$ cat config.mk
export PLATFORM = sky130hd
export DESIGN_NAME = pcie_dest_drain
export DESIGN_NICKNAME = d
export VERILOG_FILES = /design/src/rtl/pcie_dest_drain.sv
export SDC_FILE = /design/constraint.sdc
export NUM_CORES = 1
export LEC_CHECK = 0
export BUFFER_PORTS_ARGS = -buffer_cell sky130_fd_sc_hd__buf_2
export CORE_MARGIN = 10
export CORE_UTILIZATION = 56
export DETAILED_ROUTE_END_ITERATION = 6
export MAX_ROUTING_LAYER = met4
export PLACE_DENSITY = 0.89
export RECOVER_POWER = 25
export SYNTH_ARGS = -nofsm -noshare
export SYNTH_HDL_FRONTEND = slang
export SYNTH_SLANG_ARGS = --single-unit
$ cat constraint.sdc
create_clock -name clk -period 5.52 [get_ports clk]
set_clock_uncertainty 0.05 [all_clocks]
set_input_delay 0.828 -clock clk [delete_from_list [all_inputs] [get_ports clk]]
set_output_delay 0.828 -clock clk [all_outputs]
set_load 0.02 [all_outputs]
$ cat src/rtl/pcie_dest_drain.sv
// -----------------------------------------------------------------------------
// pcie_dest_drain
//
// Drain stage behind the PCIe transaction-layer destination FIFOs D0 and D1.
// Pops both FIFOs round-robin, merges the two streams into one ready/valid
// output stream, holds delivered words in a 2-entry in-order queue and keeps
// a saturating delivery counter for each source.
//
// Ports
//   clk         rising-edge clock
//   reset_L     synchronous active-low reset
//   init        synchronous clear of cnt_D0/cnt_D1/sat_err (data path untouched)
//   d0_empty    D0 FIFO empty flag
//   d1_empty    D1 FIFO empty flag
//   data_out0   D0 read data, valid the cycle after pop_D0
//   data_out1   D1 read data, valid the cycle after pop_D1
//   sink_ready  consumer accepts rx_data this cycle
//   pop_D0      pop request to D0 (combinational)
//   pop_D1      pop request to D1 (combinational)
//   rx_data     head word of the output queue
//   rx_valid    rx_data valid
//   rx_src      origin of rx_data: 0=D0, 1=D1
//   cnt_D0      words delivered from D0 (saturating)
//   cnt_D1      words delivered from D1 (saturating)
//   sat_err     sticky: a delivery happened while its counter was at max
//   drain_idle  nothing pending, queue empty, both FIFOs empty
//
// Output queue state machine:
//   state    | meaning
//   Q_EMPTY  | no word held, rx_valid low
//   Q_ONE    | slot 0 holds the head word
//   Q_FULL   | slots 0 and 1 hold words, slot 0 is the older one
// -----------------------------------------------------------------------------
module pcie_dest_drain #(
  parameter int DATA_W = 6,
  parameter int CNT_W  = 5
) (
  input  logic              clk,
  input  logic              reset_L,
  input  logic              init,
  input  logic              d0_empty,
  input  logic              d1_empty,
  input  logic [DATA_W-1:0] data_out0,
  input  logic [DATA_W-1:0] data_out1,
  input  logic              sink_ready,
  output logic              pop_D0,
  output logic              pop_D1,
  output logic [DATA_W-1:0] rx_data,
  output logic              rx_valid,
  output logic              rx_src,
  output logic [CNT_W-1:0]  cnt_D0,
  output logic [CNT_W-1:0]  cnt_D1,
  output logic              sat_err,
  output logic              drain_idle
);

  typedef enum logic [1:0] {
    Q_EMPTY = 2'd0,
    Q_ONE   = 2'd1,
    Q_FULL  = 2'd2
  } q_state_t;

  localparam logic [CNT_W-1:0] CNT_MAX = '1;

  q_state_t          q_state;
  q_state_t          q_state_nxt;
  logic [DATA_W-1:0] q0_data;
  logic [DATA_W-1:0] q1_data;
  logic [DATA_W-1:0] q0_data_nxt;
  logic [DATA_W-1:0] q1_data_nxt;
  logic              q0_src;
  logic              q1_src;
  logic              q0_src_nxt;
  logic              q1_src_nxt;

  logic              pend;
  logic              pend_src;
  logic              last_grant;

  logic              deliver;
  logic              capture;
  logic [DATA_W-1:0] cap_data;
  logic [2:0]        fill;
  logic              room;
  logic              pop_req;
  logic              grant_src;
  logic              pop_go;

  // Head of the queue is always slot 0.
  assign rx_valid = (q_state != Q_EMPTY);
  assign rx_data  = q0_data;
  assign rx_src   = q0_src;
  assign deliver  = rx_valid & sink_ready;

  // A pop from the previous cycle lands this cycle.
  assign capture  = pend;
  assign cap_data = pend_src ? data_out1 : data_out0;

  // Words held or in flight after this cycle's delivery. The in-flight word
  // is counted here, so a capture always finds a free slot.
  assign fill = {1'b0, q_state} + {2'b00, pend} - {2'b00, deliver};
  assign room = (fill < 3'd2);

  assign drain_idle = ~pend & (q_state == Q_EMPTY) & d0_empty & d1_empty;

  // Round-robin arbiter: on contention grant the source not granted last.
  always_comb begin
    pop_req   = 1'b0;
    grant_src = 1'b0;
    if (!d0_empty && !d1_empty) begin
      pop_req   = 1'b1;
      grant_src = ~last_grant;
    end else if (!d0_empty) begin
      pop_req   = 1'b1;
      grant_src = 1'b0;
    end else if (!d1_empty) begin
      pop_req   = 1'b1;
      grant_src = 1'b1;
    end
    pop_go = reset_L & room & pop_req;
    pop_D0 = pop_go & ~grant_src;
    pop_D1 = pop_go & grant_src;
  end

  // Queue next-state: simultaneous capture and delivery keeps occupancy and
  // shifts the older word to the head before the new word goes to the tail.
  always_comb begin
    q_state_nxt = q_state;
    q0_data_nxt = q0_data;
    q1_data_nxt = q1_data;
    q0_src_nxt  = q0_src;
    q1_src_nxt  = q1_src;
    case (q_state)
      Q_EMPTY: begin
        if (capture) begin
          q0_data_nxt = cap_data;
          q0_src_nxt  = pend_src;
          q_state_nxt = Q_ONE;
        end
      end
      Q_ONE: begin
        if (capture && deliver) begin
          q0_data_nxt = cap_data;
          q0_src_nxt  = pend_src;
        end else if (capture) begin
          q1_data_nxt = cap_data;
          q1_src_nxt  = pend_src;
          q_state_nxt = Q_FULL;
        end else if (deliver) begin
          q_state_nxt = Q_EMPTY;
        end
      end
      Q_FULL: begin
        if (deliver) begin
          q0_data_nxt = q1_data;
          q0_src_nxt  = q1_src;
          if (capture) begin
            q1_data_nxt = cap_data;
            q1_src_nxt  = pend_src;
          end else begin
            q_state_nxt = Q_ONE;
          end
        end
      end
      default: begin
        q_state_nxt = Q_EMPTY;
      end
    endcase
  end

  // Reset drops the pending word and the queue; the FIFOs are not re-read.
  always_ff @(posedge clk) begin
    if (!reset_L) begin
      q_state    <= Q_EMPTY;
      q0_data    <= '0;
      q1_data    <= '0;
      q0_src     <= 1'b0;
      q1_src     <= 1'b0;
      pend       <= 1'b0;
      pend_src   <= 1'b0;
      last_grant <= 1'b1;
    end else begin
      q_state <= q_state_nxt;
      q0_data <= q0_data_nxt;
      q1_data <= q1_data_nxt;
      q0_src  <= q0_src_nxt;
      q1_src  <= q1_src_nxt;
      pend    <= pop_go;
      if (pop_go) begin
        pend_src   <= grant_src;
        last_grant <= grant_src;
      end
    end
  end

  // Delivery counters; init wins over a same-cycle delivery.
  always_ff @(posedge clk) begin
    if (!reset_L) begin
      cnt_D0  <= '0;
      cnt_D1  <= '0;
      sat_err <= 1'b0;
    end else if (init) begin
      cnt_D0  <= '0;
      cnt_D1  <= '0;
      sat_err <= 1'b0;
    end else if (deliver) begin
      if (!rx_src) begin
        if (cnt_D0 == CNT_MAX) begin
          sat_err <= 1'b1;
        end else begin
          cnt_D0 <= cnt_D0 + 1'b1;
        end
      end else begin
        if (cnt_D1 == CNT_MAX) begin
          sat_err <= 1'b1;
        end else begin
          cnt_D1 <= cnt_D1 + 1'b1;
        end
      end
    end
  end

endmodule

==> impl_results.md, run 1 <==
- Worst-Margin Slew: 559 ps
- Grt ovf: 0
- Final hold vios: 0
- Final setup vio count: 0
- Ys async rst share: 0%
- Die height: 73.5 um
- Finished Core Util: 67.3%
- Total Die Area: 0.00540 sq mm
- Worst setup path start: sink_ready
- Main synth FF type: dfxtp_1
- PwrDens: 266 mW/mm^2
- Worst hold slack: 408 ps
- CTS Buf Count: 5
- Outcome: complete, no violations
- Setup slack at placement: 1780 ps
- DRC: 0
- Core ar.: 0.00273 sq mm
- Worst Path Required: 4640 ps
- Area of the multi-input gates: 926 sq um
- CTS resizes: 0
- Yosys warning total: 0
- Initial antenna violation count: 0
- Crit path cell chain: clkbuf_1, o21a_4, inv_2, ha_1, nand2_1, fa_1, xnor2_1, nand4_1, o21ba_2, buf_2
- Most common cell in the netlist: dfxtp_1
- Mapped Area: 0.00160 sq mm
- Achievable clock frequency: 0.258 GHz
- Row count: 19
- Dpl hpwl: 2620 um
- Final ANT Viol Nets: 0
- CP Capture Type: primary output
- Post-synthesis register bit count: 30
- Ratio of cells with drive above 1 in the final layout: 24.2%
- Synth cell types: 39
- Clock transition at path regs: 90 ps
- First-pass GRT wire length: 5920 um
- Maxcap violations: 0
- CTS Root Cell: clkbuf_4
- Port Buffer Count: 39
- CP max stage delay: 380 ps
- Min Clock Period, post-route: 3880 ps
- Post-Route WL: 3400 um
- Worst Slack Setup Final: 1640 ps
- Syn Inst Count: 175
- Initial DRC count: 87
- Worst-skew pair later-pin latency: 330 ps
- Seq. cell area: 601 sq um
- Initial Util: 58.6%
- Worst EP arrival: 3000 ps
- Crit Path Class: in -> out
- GP Congestion: 0.784
- Vias: 1372
- CTS H-Tree Depth: 2
- Met2 GRT Util: 22.7%
- Crit path depth: 10
- Met3 Use GR: 4.04%
- Slew Limit Fails: 0
- Post-synth EDFFs: 0
- Slowest CP cell: fa_1
- Syn Area/Cell: 9.15 sq um
- Synth top area share: 37.5%
- Area grow syn2layout: 14.8%
- Vias in the first global route: 1335
- Non-Filler Instances: 242
- Placed inst area: 0.00179 sq mm
- Cell family with most CP delay: adder cells
- Post-CTS setup buffers: 0
- Max clock buf depth: 2
- Worst Reg-to-Reg Cells: 8
- Peak supply drop: 0.000210 V
- RSZ-0062 raised after global routing: false
- I/O Pins: 40
- Final instance area: 0.00184 sq mm
- Syn_nets: 199
- Worst Path Buf+Inv: 3
- DP Cell Count: 234
- N_diodes: 0
- TritonCTS clock tree: yes
- CTS Sinks: 30
- Layout fillers: 233
- Register area share after synthesis: 37.5%
- Tot Pwr: 0.489 mW
- Total GRT Usage: 13.9%
- Hold WC Path Type: reg -> reg
- Synth top cells by count: 30 x dfxtp_1, 17 x nand2_1, 13 x a21oi_1, 13 x mux2i_1, 10 x o31ai_1
- CP Capture Point: pop_D0
- Routed len/inst: 14.0 um
- Vias per cell: 5.67
- GR peak layer: met2
- CP startpoint kind: primary input
- Final period utilization: 70.2%
- Synth area leader: dfxtp_1
- Final-stage net count: 234
- Initial DRT Pass Iterations: 4
- Die width: 73.5 um
- Hold-fix buffers, CTS: 0
- Leak: 0.772 nW
- Worst Path Max Fanout: 18
- FF-to-FF Start: q_state[1]
- Reg-to-reg endpoint: last_grant
- Top cells by area, synth: dfxtp_1 38%, mux2i_1 8.1%, mux2_2 5.6%
- Largest net degree at the start of global routing: 30
- Worst relative slew slack: 62.7%
- Setup_tns: 0 ps
- GRT met1 Usage: 14.8%
- Reg-to-reg setup timing slack: 2980 ps
[final cells by class]
cell class / instances / area share [%]
Inverter: 8 / 1.63
Clock inverter: 1 / 0.272
Tap cell: 31 / 2.11
Clock buffer: 7 / 2.99
Multi-Input combinational cell: 126 / 50.3
Timing Repair Buffer: 39 / 10.0
Sequential cell: 30 / 32.7
[metal layers]
layer | vias up | share of wire, % | routed length, um
li1 | 713 | - | -
met1 | 623 | 44 | 1480
met2 | 29 | 49 | 1660
met3 | 7 | 5.5 | 187
met4 | 0 | 2.1 | 71
met5 | - | 0 | 0
[tightest hold or removal path, cell delays in order (launching register included)]
cell and delay [ps]:
dfxtp_1 320, nand2_1 50, mux2i_1 50
[cell families after synthesis]
logic type | after synthesis | synth area share (%)
mux | 21 | 13.7
compound gates | 47 | 21.0
simple gates | 51 | 17.3
xor+xnor | 1 | 0.547
flops | 30 | 37.5
fa+ha+maj | 6 | 5.16
buf+inv | 19 | 4.69
[sequential cells by signal, indices dropped and copies added, names as in the netlist]
signal / cells
pend_src: 1
rx_src: 1
q1_src: 1
cnt_D1: 5
q1_data: 6
capture: 1
cnt_D0: 5
sat_err: 1
last_grant: 1
rx_data: 6
q_state: 2
[worst min path at each step]
stage	startpoint	endpoint	slack, ps	depth (start not counted)
3_5_place_dp	q1_data[4]	q1_data[4]	400	2
3_3_place_gp	q1_src	q1_src	390	2
4_1_cts	q1_data[4]	q1_data[4]	410	2
6_report	q1_data[4]	q1_data[4]	410	2
5_1_grt	q1_data[1]	q1_data[1]	430	2
2_1_floorplan	last_grant	last_grant	380	1
[where the power goes]
part | internal (mW) | switching [mW] | total [mW]
clock | 0.0616 | 0.0738 | 0.135
sequential | 0.229 | 0.0134 | 0.243
combinational | 0.0443 | 0.0662 | 0.111
total | 0.335 | 0.153 | 0.489
[placed cells by master (no fill, tap or decap), drive strengths merged]
| cell type | synthesis | layout |
|---|---|---|
| a41oi | 1 | 1 |
| dfxtp | 30 | 30 |
| and3 | 2 | 2 |
| a211o | 1 | 1 |
| nor3b | 1 | 1 |
| o21ai | 6 | 6 |
| clkbuf | 8 | 16 |
| or3b | 1 | 1 |
| mux2i | 13 | 13 |
| nand2b | 4 | 4 |
| fa | 1 | 1 |
| buf | 3 | 30 |
| o211ai | 1 | 1 |
| o21ba | 1 | 1 |
| o211a | 1 | 1 |
| o31ai | 10 | 10 |
| nand2 | 17 | 17 |
| nor3 | 1 | 1 |
| inv | 8 | 8 |
| a21oi | 14 | 14 |
| nand4 | 1 | 1 |
| xnor2 | 1 | 1 |
| o21a | 5 | 5 |
| a22oi | 1 | 1 |
| clkinv | 0 | 1 |
| nand3 | 6 | 6 |
| or2 | 2 | 2 |
| nor4b | 1 | 1 |
| or3 | 2 | 2 |
| nor2b | 3 | 3 |
| mux2 | 8 | 8 |
| or4 | 4 | 4 |
| nand3b | 2 | 2 |
| nor2 | 4 | 4 |
| ha | 5 | 5 |
| o2111ai | 6 | 6 |
No activity file was read; power rests on OpenSTA's default activity.
==> run 2, diff against run 1 <==
- CORE_UTILIZATION: 56 -> 52
- PLACE_DENSITY: 0.89 -> 0.84
- clock period: 5.52 -> 3.6 ns (I/O delays scaled with it)
==> impl_results.md, run 2 (synthesized netlist as in run 1, its figures left out) <==
- Maxcap violations: 0 (unchanged)
- Sw power: 0.244 mW (was 0.153 mW)
- Non-Filler Instances: 244 (was 242)
- Logic pwr share: 22.8% (was 22.6%)
- Sw Share: 32.1% (was 31.4%)
- Post-CTS setup buffers: 0 (unchanged)
- Hold-fix buffers, CTS: 0 (unchanged)
- Cells on Worst Hold Path: 2 (unchanged)
- Seq pwr share: 49.2% (was 49.7%)
- I/O Pins: 40 (unchanged)
- Setup slack at placement: 431 ps (was 1780 ps)
- Worst hold slack: 412 ps (was 408 ps)
- DP Cell Count: 236 (was 234)
- CP Capture Type: primary output (unchanged)
- Slowest CP cell: dfxtp_1 (was fa_1)
- Ratio of cells with drive above 1 in the final layout: 22.7% (was 24.2%)
- Area grow syn2layout: 14.8% (about the same)
- Vias in the first global route: 1267 (was 1335)
- Final ANT Viol Nets: 0 (unchanged)
- Routed len/inst: 14.9 um (was 14.0 um)
- Largest net degree at the start of global routing: 30 (unchanged)
- Met2 GRT Util: 19.8% (was 22.7%)
- CP startpoint kind: flop (was primary input)
- Port Buffer Count: 39 (unchanged)
- Row count: 20 (was 19)
- Met3 Use GR: 4.56% (was 4.04%)
- Setup_tns: 0 ps (unchanged)
- Final period utilization: 92.7%
- DRC: 0 (unchanged)
- Placed inst area: 0.00179 sq mm (about the same)
- Vias per cell: 5.79 (was 5.67)
- GRT met1 Usage: 16.1% (was 14.8%)
- Outcome: complete, no violations (unchanged)
- Max clock buf depth: 2 (unchanged)
- Worst-Margin Slew: 591 ps (was 559 ps)
- CTS Buf Count: 5 (unchanged)
- GR peak layer: met2 (unchanged)
- Min Clock Period, post-route: 3340 ps
- RSZ-0062 raised after global routing: false (unchanged)
- Final hold vios: 0 (unchanged)
- Total Die Area: 0.00570 sq mm (was 0.00540 sq mm)
- Worst-skew pair later-pin latency: 340 ps (was 330 ps)
- Final instance area: 0.00184 sq mm (about the same)
- Worst relative slew slack: 60.5% (was 62.7%)
- Worst Path Max Fanout: 18 (unchanged)
- Area of the multi-input gates: 926 sq um (unchanged)
- Layout fillers: 275 (was 233)
- Crit Path Class: reg -> out (was in -> out)
- Slew Limit Fails: 0 (unchanged)
- CP max stage delay: 470 ps (was 380 ps)
- Initial DRT Pass Iterations: 4 (unchanged)
- Die width: 75.5 um (was 73.5 um)
- Leak: 0.756 nW (was 0.772 nW)
- Worst Reg-to-Reg Cells: 8 (unchanged)
- Dpl hpwl: 2680 um (was 2620 um)
- GP Congestion: 0.789 (was 0.784)
- Worst Slack Setup Final: 261 ps (was 1640 ps)
- First-pass GRT wire length: 5720 um (was 5920 um)
- Clock transition at path regs: 100 ps (was 90 ps)
- Commonest non-fill, non-tap cell in the layout: dfxtp_1
- Worst EP arrival: 2750 ps (was 3000 ps)
- TritonCTS clock tree: yes (unchanged)
- Initial antenna violation count: 0 (unchanged)
- Worst Path Required: 3010 ps (was 4640 ps)
- Most frequent cells in the layout: 29 x dfxtp_1, 26 x buf_2, 17 x nand2_1 (was 30 x dfxtp_1, 30 x buf_2, 17 x nand2_1)
- Crit path cell chain: o21a_4, inv_2, ha_1, nand2_1, fa_1, xnor2_1, nand4_1, o21ba_2, buf_2 (was clkbuf_1, o21a_4, inv_2, ha_1, nand2_1, fa_1, xnor2_1, nand4_1, o21ba_2, buf_2)
- Post-Route WL: 3640 um (was 3400 um)
- Initial DRC count: 155 (was 87)
- Core ar.: 0.00300 sq mm (was 0.00273 sq mm)
- Die height: 75.5 um (was 73.5 um)
- Total GRT Usage: 13.3% (was 13.9%)
- Final-stage net count: 234 (unchanged)
- Seq. cell area: 602 sq um (was 601 sq um)
- Internal Pwr Total: 0.515 mW (was 0.335 mW)
- CTS Sinks: 30 (unchanged)
- Initial Util: 53.3% (was 58.6%)
- Vias: 1412 (was 1372)
- N_diodes: 0 (unchanged)
- CTS H-Tree Depth: 2 (unchanged)
- Peak supply drop: 0.000226 V (was 0.000210 V)
- PwrDens: 412 mW/mm^2 (was 266 mW/mm^2)
- Final setup vio count: 0 (unchanged)
- Grt ovf: 0 (unchanged)
- Achievable clock frequency: 0.300 GHz
- CTS Root Cell: clkbuf_4 (unchanged)
- Hold WC Path Type: reg -> reg (unchanged)
- Clock network fraction of total power: 28.0% (was 27.7%)
[run 2: final cells by class]
class,count,share of cell area (%)
tap,33,2.25
sequential,30,32.7
clock inverter,1,0.272
timing repair buffer,39,9.73
inverter,8,1.63
multi-input combinational,126,50.4
clock buffer,7,3.00
[run 2: per-layer routing]
metal  vias up  wire, um
li1        714         -
met1       659      1690
met2        32      1680
met3         7       198
met4         0        59
met5         -         0
[run 2: timing repair]
| action | CTS | global route |
|---|---|---|
| endpoints found under the hold margin | 0 | 0 |
| endpoints found under the setup margin | 0 | 1 |
| resized for setup | 0 | 1 |
[run 2: worst paths after layout]
check | slack [ps] | end | start
min | 410 | q1_data[4] | q1_data[4]
min reg2reg | 410 | q1_data[4] | q1_data[4]
max reg2reg | 1130 | last_grant | q_state[0]
max | 260 | pop_D0 | q_state[0]
[run 2: worst max-delay path: cells and delay by family (launching register included)]
family,cells,cell delay (ps)
AOI/OAI and AO/OA,2,480
DFF,1,470
xor gates and xnor gates,1,260
adders and majority gates,2,680
and+or+nand+nor,2,240
buffers and inverters,2,270
[run 2: through the flow]
step	utilization, %	total power, mW
global placement	59.7	0.550
detailed placement	59.7	0.554
finish	61.2	0.758
CTS	61.7	0.764
global route	61.2	0.802
floorplan	-	0.507
[run 2: power by group through the flow]
stage / registers [mW] / logic [mW] / clock network [mW]
final: 0.373 / 0.173 / 0.212
after global routing: 0.377 / 0.191 / 0.235
after CTS: 0.373 / 0.175 / 0.217
after detailed placement: 0.380 / 0.173 / 0
after global placement: 0.379 / 0.171 / 0
after floorplan: 0.386 / 0.120 / 0
